## config.mk

```make
export PLATFORM = sky130hd
export DESIGN_NAME = gpr_serial_bank
export DESIGN_NICKNAME = d
export VERILOG_FILES = /design/src/rtl/gpr_serial_bank.sv
export SDC_FILE = /design/constraint.sdc
export NUM_CORES = 1
export LEC_CHECK = 0
export BUFFER_PORTS_ARGS = -buffer_cell sky130_fd_sc_hd__buf_2
export CELL_PAD_IN_SITES_DETAIL_PLACEMENT = 0
export CELL_PAD_IN_SITES_GLOBAL_PLACEMENT = 1
export CORE_MARGIN = 8
export CORE_UTILIZATION = 38
export DETAILED_ROUTE_END_ITERATION = 8
export PLACE_DENSITY_LB_ADDON = 0.25
export SYNTH_ARGS = -nofsm -noshare
export SYNTH_HDL_FRONTEND = slang
export SYNTH_SLANG_ARGS = --single-unit
```

## constraint.sdc

```tcl
create_clock -name i_clk -period 1.7 [get_ports i_clk]
set_clock_uncertainty 0.05 [all_clocks]
set_input_delay 0.085 -clock i_clk [delete_from_list [all_inputs] [get_ports i_clk]]
set_output_delay 0.085 -clock i_clk [all_outputs]
set_load 0.03 [all_outputs]
```

## src/rtl/gpr_serial_bank.sv

```systemverilog
// Bank of NREGS general-purpose registers, each read/written/rotated one bit per clock, LSB first.
// Optional parallel-load port is enabled by defining GPR_PARLOAD_EN.
module gpr_serial_bank #(
  parameter int WIDTH = 8,
  parameter int NREGS = 4,
  localparam int AW = ($clog2(NREGS) > 1) ? $clog2(NREGS) : 1,
  localparam int CW = $clog2(WIDTH + 1)
) (
  input  logic                   i_clk,
  input  logic                   i_rst,
  input  logic                   i_start,
  input  logic [AW-1:0]          i_addr,
  input  logic [1:0]             i_mode,
  input  logic                   i_data_in,
  output logic                   o_data_out,
  output logic                   o_busy,
  output logic                   o_done,
  output logic                   o_err,
  output logic [NREGS*WIDTH-1:0] o_regs
`ifdef GPR_PARLOAD_EN
  ,
  input  logic                   i_load,
  input  logic [AW-1:0]          i_load_addr,
  input  logic [WIDTH-1:0]       i_load_data
`endif
);

  typedef enum logic {IDLE = 1'b0, SHIFT = 1'b1} state_t;

  localparam logic [CW-1:0] LAST_CNT = CW'(WIDTH - 1);
  localparam logic [AW:0]   NREGS_L  = (AW + 1)'(NREGS);

  state_t          state_reg;
  logic [CW-1:0]   cnt_reg;
  logic [AW-1:0]   addr_reg;
  logic [1:0]      mode_reg;
  logic            done_reg;
  logic            err_reg;

  logic [NREGS-1:0] lsb_vec;
  logic             shift_msb;
  logic             start_ok;
  logic             start_bad;
  logic             load_ok;

  assign start_ok  = i_start && ({1'b0, i_addr} < NREGS_L);
  assign start_bad = i_start && !({1'b0, i_addr} < NREGS_L);

`ifdef GPR_PARLOAD_EN
  // A load takes precedence over a start presented in the same idle cycle.
  assign load_ok = i_load && (state_reg == IDLE) && ({1'b0, i_load_addr} < NREGS_L);
`else
  assign load_ok = 1'b0;
`endif

  always_comb begin
    shift_msb = 1'b0;
    case (mode_reg)
      2'b00:   shift_msb = 1'b0;
      2'b01:   shift_msb = i_data_in;
      default: shift_msb = lsb_vec[addr_reg];
    endcase
  end

  always_ff @(posedge i_clk) begin
    if (i_rst) begin
      state_reg <= IDLE;
      cnt_reg   <= '0;
      addr_reg  <= '0;
      mode_reg  <= '0;
      done_reg  <= 1'b0;
      err_reg   <= 1'b0;
    end else begin
      done_reg <= 1'b0;
      err_reg  <= 1'b0;
      case (state_reg)
        IDLE: begin
          if (!load_ok) begin
            if (start_ok) begin
              addr_reg  <= i_addr;
              mode_reg  <= i_mode;
              cnt_reg   <= '0;
              state_reg <= SHIFT;
            end else if (start_bad) begin
              err_reg <= 1'b1;
            end
          end
        end
        SHIFT: begin
          cnt_reg <= cnt_reg + 1'b1;
          if (cnt_reg == LAST_CNT) begin
            state_reg <= IDLE;
            done_reg  <= 1'b1;
          end
        end
        default: state_reg <= IDLE;
      endcase
    end
  end

  genvar gi;
  generate
    for (gi = 0; gi < NREGS; gi++) begin : g_reg
      logic [WIDTH-1:0] data_reg;
      logic             shift_hit;

      assign shift_hit = (state_reg == SHIFT) && (addr_reg == AW'(gi));

      always_ff @(posedge i_clk) begin
        if (i_rst) begin
          data_reg <= '0;
`ifdef GPR_PARLOAD_EN
        end else if (load_ok && (i_load_addr == AW'(gi))) begin
          data_reg <= i_load_data;
`endif
        end else if (shift_hit) begin
          data_reg <= {shift_msb, data_reg[WIDTH-1:1]};
        end
      end

      assign lsb_vec[gi]                = data_reg[0];
      assign o_regs[gi*WIDTH +: WIDTH] = data_reg;
    end
  endgenerate

  assign o_busy     = (state_reg == SHIFT);
  assign o_done     = done_reg;
  assign o_err      = err_reg;
  assign o_data_out = (state_reg == SHIFT) ? lsb_vec[addr_reg] : 1'b0;

endmodule

```

==> results.yml, run 1 <==
place:
  gp_routability_congestion: 0.7155
  dp_hpwl_um: 2497
  preCtsSetupSlack_ns: 0.2556
  placement.io_buffers: 42
worst_setup_path:
  critical_path_required_ns: 1.56
  r2r.worst_path.cells: 3
  worst_r2r_startpoint: "addr_reg[1]$_SDFFE_PP0P_"
  worst_setup_path_startpoint: "addr_reg[0]$_SDFFE_PP0P_"
  timing.critical_path.slowest_stage_cell: "sky130_fd_sc_hd__dfxtp_2"
  timing.rr.end: "g_reg[2].data_reg[7]$_SDFFE_PP0P_"
  r2r_slack_ns: 0.28
  timing.critical_path.from_type: "register"
  crit_chain: "mux2_4 > mux2i_1 > nor2b_1 > buf_2"
  crit_path_max_fanout: 8
  endpoint_kind: "output pin"
  worst_setup_path_endpoint: "o_data_out"
  timing_worst_setup_path_type: "register to output pin"
  cp_data_arrival_time_ns: 1.43
  timing.critical_path.slowest_cell_delay_ns: 0.43
global_routing:
  grt_antenna_before_repair: 0
  groute.usage.overall_pct: 10.86
  global_route_congestion_overflow_total: 0
  grt_first_pass_wirelength_um: 5727
  grt_start_max_net_pins: 43
  first_global_vias: 1281
timing:
  timing.final.max_slew_violations: 0
  finalWorstPathRequiredPeriod_ns: 1.569
  final.setup.tns_ns: 0
  timing.final.ws_setup_ns: 0.1310
  unrepaired_setup_endpoints_after_global_routing: "no"
  hold_viol: 0
  max_clock_freq_mhz: 637.3
  setup_viol_count_final: 0
  final_min_period_over_clock_period_pct: 92.29
cts:
  htree_num_levels: 2
  numClockSinks: 42
  cts.clk_slew.worst_paths_ns: 0.08
  number_of_clock_buffers_inserted_by_tritoncts: 5
  max-clock-path-buffers: 2
  cts_setup_buffers: 0
  tritoncts: "built"
  clock_tree.root_cell: "sky130_fd_sc_hd__clkbuf_8"
  clock_insertion_delay_worst_skew_ns: 0.29
floorplan:
  design.die.area_um2: 6724
  floorplan.io_pins: 44
  initial_utilization_pct: 38.82
  chipWidth_um: 82
  fp-row-count: 24
  die_height_um: 82
  core_um2: 4264
final_layout:
  drive_above_1_share_pct: 28.84
  syn2layout_area_growth_pct: 22.37
  layout.filler_cells: 452
  antenna_cells_inserted: 0
  design.final.nets: 223
  largest_register_ffs: 32
yosys:
  synth_compound_gate_area_share_pct: 7.332
  yosysWarnings: 0
  synth_fp_nets: 178
  synthSimpleGateAreaFrac_pct: 17.76
  post_synth_num_cell_types: 29
  synth.avg_cell_area_um2: 9.795
  synth.top_cells.by_area: "sky130_fd_sc_hd__dfxtp_1 51%, sky130_fd_sc_hd__mux2i_1 16%, sky130_fd_sc_hd__nor2_1 6.6%"
  synth_top_family_by_area: "multiplexers"
  synth_largest_area_cell: "sky130_fd_sc_hd__dfxtp_1"
  adder_cell_fraction_of_synth_area_pct: 0.7559
  synthMuxAreaShare_pct: 18.14
  synth_sequential_area_ratio_pct: 50.79
  synth.top_cell.area_share_pct: 50.79
  flops_latches_synth: 42
  syn-instance-count: 169
  syn-cell-area_um2: 1655
  synth-xor-area-share_pct: 0
pwr:
  p_leak_uw: 0.0009774
  cellPowerDensity_nw_per_um2: 892.3
  power.ir.vdd_worst_mv: 0.4930
routing:
  wl_per_cell_um: 12.93
  drt-total-wl_um: 3453
  remaining_drc_errors: 0
  via_count: 1275
  dr.pass1.iters: 4
  drt_first_iter_violations: 44
  viasPerCell: 4.775
  ant_nets: 0
worst_hold_path:
  hold_path_class: "input pin to register"
run:
  maxCapViolations: 0
run_status:
  result_of_the_run: "completed"
==> worst max-delay path, delay by kind of cell, from the launching register on <==
kind	cells	cell delay, ns
buffers and inverters	1	0.17
flip-flops	1	0.43
multiplexers	2	0.48
AND/OR/NAND/NOR	1	0.07
==> stage by stage <==
stage / util (%) / instances / area, um2 / hold slack, ns / power (uW)
2_1_floorplan: - / 169 / 1655 / 0.1818 / 1136
3_3_place_gp: 44.31 / 255 / 1889 / 0.2765 / 1160
3_5_place_dp: 44.31 / 255 / 1889 / 0.2871 / 1163
4_1_cts: 47.48 / 267 / 2024 / 0.1001 / 1837
5_1_grt: 47.51 / 267 / 2026 / 0.1202 / 1894
6_report: 47.51 / 267 / 2026 / 0.1013 / 1808
==> cells in the mapped netlist (all sizes together) <==
cell type	number
and3	1
nand3	2
a211oi	5
a21oi	12
nand2	14
mux2	2
conb	1
nor2b	5
ha	1
buf	8
clkbuf	5
and3b	1
inv	1
mux2i	27
nor3	5
o21ai	1
nor3b	2
dfxtp	42
and4b	1
nand3b	2
nor2	30
a41oi	1
==> layout make-up <==
class                      count  area, um2  area share, %
sequential                    42      842.1          41.57
multi-input combinational    113      732.0          36.13
timing repair buffer          51      287.8          14.21
clock buffer                   6      82.58          4.077
tap                           52      65.06          3.212
clock inverter                 2      12.51         0.6177
inverter                       1      3.754         0.1853
==> logic make-up (layout without fill, tap and decap cells) <==
kind of cell | after synthesis | count (layout)
AOI/OAI and AO/OA | 19 | 19
adders and majority gates | 1 | 1
buffers and inverters | 14 | 60
DFF | 42 | 42
muxes | 29 | 29
other | 1 | 1
and+or+nand+nor | 63 | 63
==> cell usage in the layout, fill, tap and decap left out, drive strengths merged <==
cell / synthesis / routed
nand3: 2 / 2
a21oi: 12 / 12
nor2b: 5 / 5
nor2: 30 / 30
a41oi: 1 / 1
buf: 8 / 47
nand3b: 2 / 2
clkbuf: 5 / 6
nor3: 5 / 5
clkinvlp: 0 / 1
dlygate4sd3: 0 / 4
dfxtp: 42 / 42
inv: 1 / 1
and4b: 1 / 1
and3: 1 / 1
clkinv: 0 / 1
a211oi: 5 / 5
mux2: 2 / 2
nand2: 14 / 14
conb: 1 / 1
ha: 1 / 1
mux2i: 27 / 27
nor3b: 2 / 2
and3b: 1 / 1
o21ai: 1 / 1
==> routing by layer <==
metal	global-route usage (%)	wire length, um	vias up	part of all wire, %
met5	0	0	-	0
met1	12.80	1608	581	47
met3	4.705	215	6	6.2
met2	17.05	1582	30	46
li1	-	-	658	-
met4	4.211	46	0	1.3
==> timing repair <==
action	CTS	global route
endpoints found under the setup margin	0	1
hold endpoints to repair	4	0
hold buffers	4	0
gates resized for setup	0	1
==> power breakdown <==
part           leakage (uW)  total (uW)  internal [uW]  switching (uW)
Sequential         0.000340        1020            998            19.0
Combinational      0.000590         129           54.8            73.9
Clock             0.0000472         662            326             335
==> worst min-delay path by stage <==
stage	start	endpoint	slack, ns	cells after the start
final	i_start	cnt_reg[1]$_SDFFE_PP0P_	0.10	4
after global routing	i_start	cnt_reg[1]$_SDFFE_PP0P_	0.12	4
after CTS	i_start	cnt_reg[1]$_SDFFE_PP0P_	0.10	4
after detailed placement	i_mode[1]	mode_reg[1]$_SDFFE_PP0P_	0.29	3
after global placement	i_mode[1]	mode_reg[1]$_SDFFE_PP0P_	0.28	3
after floorplan	i_mode[0]	mode_reg[0]$_SDFFE_PP0P_	0.18	2
Note: power is estimated with default switching activity, not from simulation.
==> run 2: changes to the inputs <==
--- a/config.mk
+++ b/config.mk
@@ -11,7 +11,8 @@
 export CORE_MARGIN = 8
 export CORE_UTILIZATION = 38
 export DETAILED_ROUTE_END_ITERATION = 8
-export PLACE_DENSITY_LB_ADDON = 0.25
+export PLACE_DENSITY = 0.83
+export RECOVER_POWER = 50
 export SYNTH_ARGS = -nofsm -noshare
 export SYNTH_HDL_FRONTEND = slang
 export SYNTH_SLANG_ARGS = --single-unit
==> run 2 against run 1 <==
Net effect: sequential cell count unchanged; maximum frequency is 1.3% higher; sequential share of layout area is 0.41 points higher; critical path depth stayed put; worst setup slack better by 0.020 ns; wire length fell by 0.38%; die area unchanged; register-to-register slack got worse by 0.03 ns; non-clock buffer count is the same; design area decreased by 0.99%; sequential power barely moved; critical endpoint unchanged.
==> results.yml, run 2 (synthesis gave the netlist of run 1 again) <==
run_status:
  result_of_the_run: "completed"
routing:
  viasPerCell: 4.697
  wl_per_cell_um: 12.88
  ant_nets: 0
  remaining_drc_errors: 0
  drt-total-wl_um: 3440
  drt_first_iter_violations: 48
  via_count: 1254
  dr.pass1.iters: 4
worst_hold_path:
  hold_path_class: "input pin to register"
timing:
  tightestPinTransition_ns: 0.5685
  setup_viol_count_final: 0
  finalWorstPathRequiredPeriod_ns: 1.549
  final.setup.tns_ns: 0
  timing.final.ws_setup_ns: 0.1515
  timing.final.max_slew_violations: 0
  hold_viol: 0
  final_min_period_over_clock_period_pct: 91.09
  headroom_to_the_max_slew_limit_pct: 62.10
  unrepaired_setup_endpoints_after_global_routing: "no"
  max_clock_freq_mhz: 645.8
cts:
  clock_insertion_delay_worst_skew_ns: 0.29
  number_of_clock_buffers_inserted_by_tritoncts: 5
  numClockSinks: 42
  max-clock-path-buffers: 2
  clock_tree.root_cell: "sky130_fd_sc_hd__clkbuf_8"
  tritoncts: "built"
  htree_num_levels: 2
  cts.clk_slew.worst_paths_ns: 0.08
floorplan:
  core_um2: 4264
  die_height_um: 82
  floorplan.io_pins: 44
  design.die.area_um2: 6724
  chipWidth_um: 82
  fp-row-count: 24
  initial_utilization_pct: 38.82
final_layout:
  layout.core_utilization_pct: 47.04
  design.final.nets: 223
  layout.filler_cells: 437
  antenna_cells_inserted: 0
  drive_above_1_share_pct: 13.02
  syn2layout_area_growth_pct: 21.16
  layout.cells.most_common: "sky130_fd_sc_hd__dfxtp_1"
  layout.cells.most_common_list: "41 x sky130_fd_sc_hd__dfxtp_1, 35 x sky130_fd_sc_hd__clkbuf_1, 29 x sky130_fd_sc_hd__nor2_1"
  largest_register_ffs: 32
pwr:
  cellPowerDensity_nw_per_um2: 959.6
  p_leak_uw: 0.0008381
  power.ir.vdd_worst_mv: 0.4252
  finalPower_uw: 1925
place:
  dp_hpwl_um: 2430
  preCtsSetupSlack_ns: 0.3565
  gp_routability_congestion: 0.7308
  placement.io_buffers: 42
worst_setup_path:
  timing.critical_path.from_type: "register"
  cp_data_arrival_time_ns: 1.41
  timing.critical_path.slowest_cell_delay_ns: 0.42
  crit_path_max_fanout: 8
  timing.critical_path.slowest_stage_cell: "sky130_fd_sc_hd__dfxtp_2"
  crit_chain: "mux2_4 > mux2i_1 > nor2b_1 > buf_2"
  endpoint_kind: "output pin"
  timing_worst_setup_path_type: "register to output pin"
  critical_path_required_ns: 1.56
global_routing:
  global_route_congestion_overflow_total: 0
  groute.usage.overall_pct: 10.98
  grt_start_max_net_pins: 43
  first_global_vias: 1225
  grt_first_pass_wirelength_um: 5837
  grt_antenna_before_repair: 0
run:
  maxCapViolations: 0
-- run 2: routing by layer --
layer	routed length (um)	global-route usage (%)	part of all wire (%)
met2	1458	16.18	42
met5	0	0	0
met4	25	3.684	0.73
met1	1679	13.77	49
met3	276	5.142	8.0
-- run 2: final cells by class --
class                   instances  area [um2]  area share [%]
repair buffers                 51       252.7           12.60
inverters                       1       3.754          0.1871
well taps                      52       65.06           3.244
clock inverters                 2       37.54           1.871
flip-flops and latches         42       842.1           41.98
multi-input cells             113       732.0           36.49
clock buffers                   6       72.57           3.618
-- run 2: critical path: cells and delay by family (launching register included) --
kind          cells  cell delay, ns
simple gates      1            0.06
flops             1            0.42
buf+inv           1            0.17
mux               2            0.47
-- run 2: worst paths after layout --
check	from	cells past startpoint	endpoint	slack, ns
hold reg to reg	g_reg[3].data_reg[6]$_SDFFE_PP0P_	2	g_reg[3].data_reg[5]$_SDFFE_PP0P_	0.43
setup / recovery	addr_reg[0]$_SDFFE_PP0P_	4	o_data_out	0.15
hold / removal	i_addr[0]	3	addr_reg[0]$_SDFFE_PP0P_	0.004
setup reg to reg	addr_reg[0]$_SDFFE_PP0P_	4	g_reg[2].data_reg[2]$_SDFFE_PP0P_	0.25
-- run 2: timing repair --
action / in CTS / in global routing
hold buffers: 3 / 0
resized for setup: 0 / 1
setup endpoints to repair: 0 / 1
buffers inserted: 0 / 0
endpoints found under the hold margin: 3 / 0
-- run 2: metrics by stage --
step           hold slack (ns)  instances  area, um2
2_1_floorplan           0.1818        169       1655
3_3_place_gp            0.2782        256       1909
3_5_place_dp            0.2891        256       1909
4_1_cts               0.002331        267       2049
5_1_grt                0.02069        267       2006
6_report              0.003509        267       2006
-- run 2: power by group --
| group | internal (uW) | switching (uW) | total, uW |
|---|---|---|---|
| Clock | 438 | 340 | 778 |
| Combinational | 55.4 | 74.1 | 129 |
| Sequential | 998 | 19.3 | 1020 |
| Total | 1490 | 433 | 1920 |
==> run 3: changes to the inputs <==
--- a/config.mk
+++ b/config.mk
@@ -13,6 +13,7 @@
 export DETAILED_ROUTE_END_ITERATION = 8
 export PLACE_DENSITY = 0.83
 export RECOVER_POWER = 50
+export SETUP_SLACK_MARGIN = 0.2
 export SYNTH_ARGS = -nofsm -noshare
 export SYNTH_HDL_FRONTEND = slang
 export SYNTH_SLANG_ARGS = --single-unit
==> run 3 against run 2 <==
Net effect: via count grew 1.0%; hold slack gained 0.0076 ns; wire length grew 0.78%; sequential cell count is the same; sequential share of layout area shrank 0.52 points; power is essentially flat; clock-buffer cell count is the same.
==> results.yml, run 3 (synthesis gave the netlist of run 1 again) <==
place:
  preCtsSetupSlack_ns: 0.3565
  gp_routability_congestion: 0.7308
  placement.io_buffers: 42
  cell_count_post_placement: 256
  dp_hpwl_um: 2430
cts:
  clock_insertion_delay_worst_skew_ns: 0.29
  tritoncts: "built"
  htree_num_levels: 2
  clock_tree.root_cell: "sky130_fd_sc_hd__clkbuf_8"
  cts.clk_slew.worst_paths_ns: 0.08
  number_of_clock_buffers_inserted_by_tritoncts: 5
  max-clock-path-buffers: 2
  numClockSinks: 42
global_routing:
  global_route_congestion_overflow_total: 0
  grt_antenna_before_repair: 0
  groute.usage.overall_pct: 11.05
  grt_start_max_net_pins: 43
  first_global_vias: 1244
  grt_first_pass_wirelength_um: 5878
final_layout:
  design.final.nets: 226
  layout.cells.most_common: "sky130_fd_sc_hd__dfxtp_1"
  layout.filler_cells: 432
  finalNonFillerCells: 270
  drive_above_1_share_pct: 14.68
  syn2layout_area_growth_pct: 23.05
  largest_register_ffs: 32
  antenna_cells_inserted: 0
  layout.cells.most_common_list: "41 x sky130_fd_sc_hd__dfxtp_1, 34 x sky130_fd_sc_hd__clkbuf_1, 29 x sky130_fd_sc_hd__nor2_1"
worst_hold_path:
  hold_path_class: "input pin to register"
timing:
  timing.final.ws_setup_ns: 0.2204
  final.setup.tns_ns: 0
  final_min_period_over_clock_period_pct: 87.04
  finalWorstPathRequiredPeriod_ns: 1.480
  hold_viol: 0
  setup_viol_count_final: 0
  timing.hold.ws_ns: 0.01112
  unrepaired_setup_endpoints_after_global_routing: "yes"
  max_clock_freq_mhz: 675.8
  timing.final.max_slew_violations: 0
floorplan:
  core_um2: 4264
  chipWidth_um: 82
  die_height_um: 82
  fp-row-count: 24
  floorplan.io_pins: 44
  design.die.area_um2: 6724
  initial_utilization_pct: 38.82
pwr:
  p_leak_uw: 0.0008575
  finalPower_uw: 1926
  power.ir.vdd_worst_mv: 0.4189
  cellPowerDensity_nw_per_um2: 945.4
worst_setup_path:
  timing.critical_path.slowest_stage_cell: "sky130_fd_sc_hd__dfxtp_4"
  crit_path_max_fanout: 5
  cp_data_arrival_time_ns: 1.34
  timing_worst_setup_path_type: "register to output pin"
  crit_chain: "mux2_4 > mux2i_1 > nor2b_1 > buf_4"
  critical_path_required_ns: 1.56
  timing.critical_path.from_type: "register"
  timing.critical_path.slowest_cell_delay_ns: 0.38
  endpoint_kind: "output pin"
routing:
  wl_per_cell_um: 12.84
  via_count: 1267
  remaining_drc_errors: 0
  viasPerCell: 4.693
  dr.pass1.iters: 4
  ant_nets: 0
  drt-total-wl_um: 3467
  drt_first_iter_violations: 52
run:
  maxCapViolations: 0
run_status:
  result_of_the_run: "completed"
-- run 3: final timing paths --
check / cells after the start / to / start / slack (ns)
hold reg to reg: 2 / g_reg[3].data_reg[5]$_SDFFE_PP0P_ / g_reg[3].data_reg[6]$_SDFFE_PP0P_ / 0.43
setup reg to reg: 5 / g_reg[0].data_reg[6]$_SDFFE_PP0P_ / addr_reg[0]$_SDFFE_PP0P_ / 0.41
hold / removal: 3 / addr_reg[0]$_SDFFE_PP0P_ / i_addr[0] / 0.01
setup / recovery: 4 / o_data_out / addr_reg[0]$_SDFFE_PP0P_ / 0.22
-- run 3: power by group --
group	internal (uW)	total [uW]	switching, uW
registers	997	1020	18.5
clock network	438	777	339
logic	57.4	133	75.5
-- run 3: area by class of cell --
class	instances	area [um2]	share of cell area (%)
clock buffers	6	72.57	3.563
clock inverters	2	37.54	1.843
inverters	1	3.754	0.1843
multi-input cells	113	732.0	35.93
flip-flops and latches	42	844.6	41.46
well taps	52	65.06	3.194
repair buffers	54	281.5	13.82
-- run 3: critical path: cells and delay by family (launching register included) --
family | cells | cell delay [ns]
buffers and inverters | 1 | 0.16
DFF | 1 | 0.38
muxes | 2 | 0.45
and+or+nand+nor | 1 | 0.06
-- run 3: what timing repair did --
item / CTS / global route
endpoints found under the hold margin: 3 / 0
cloned: 0 / 0
gates resized for setup: 3 / 0
hold buffers: 3 / 0
buffers inserted: 3 / 0
endpoints found under the setup margin: 1 / 1
-- run 3: layer usage --
layer / global-route usage (%) / routed length (um) / up-vias
met4: 3.684 / 36 / 0
met3: 5.142 / 272 / 5
met5: 0 / 0 / -
met1: 13.77 / 1671 / 568
li1: - / - / 666
met2: 16.42 / 1486 / 28
-- run 3: stage by stage --
stage | area, um2 | util, %
detailed placement | 1909 | 44.78
global route | 2037 | 47.77
global placement | 1909 | 44.78
finish | 2037 | 47.77
CTS | 2078 | 48.74
floorplan | 1655 | -
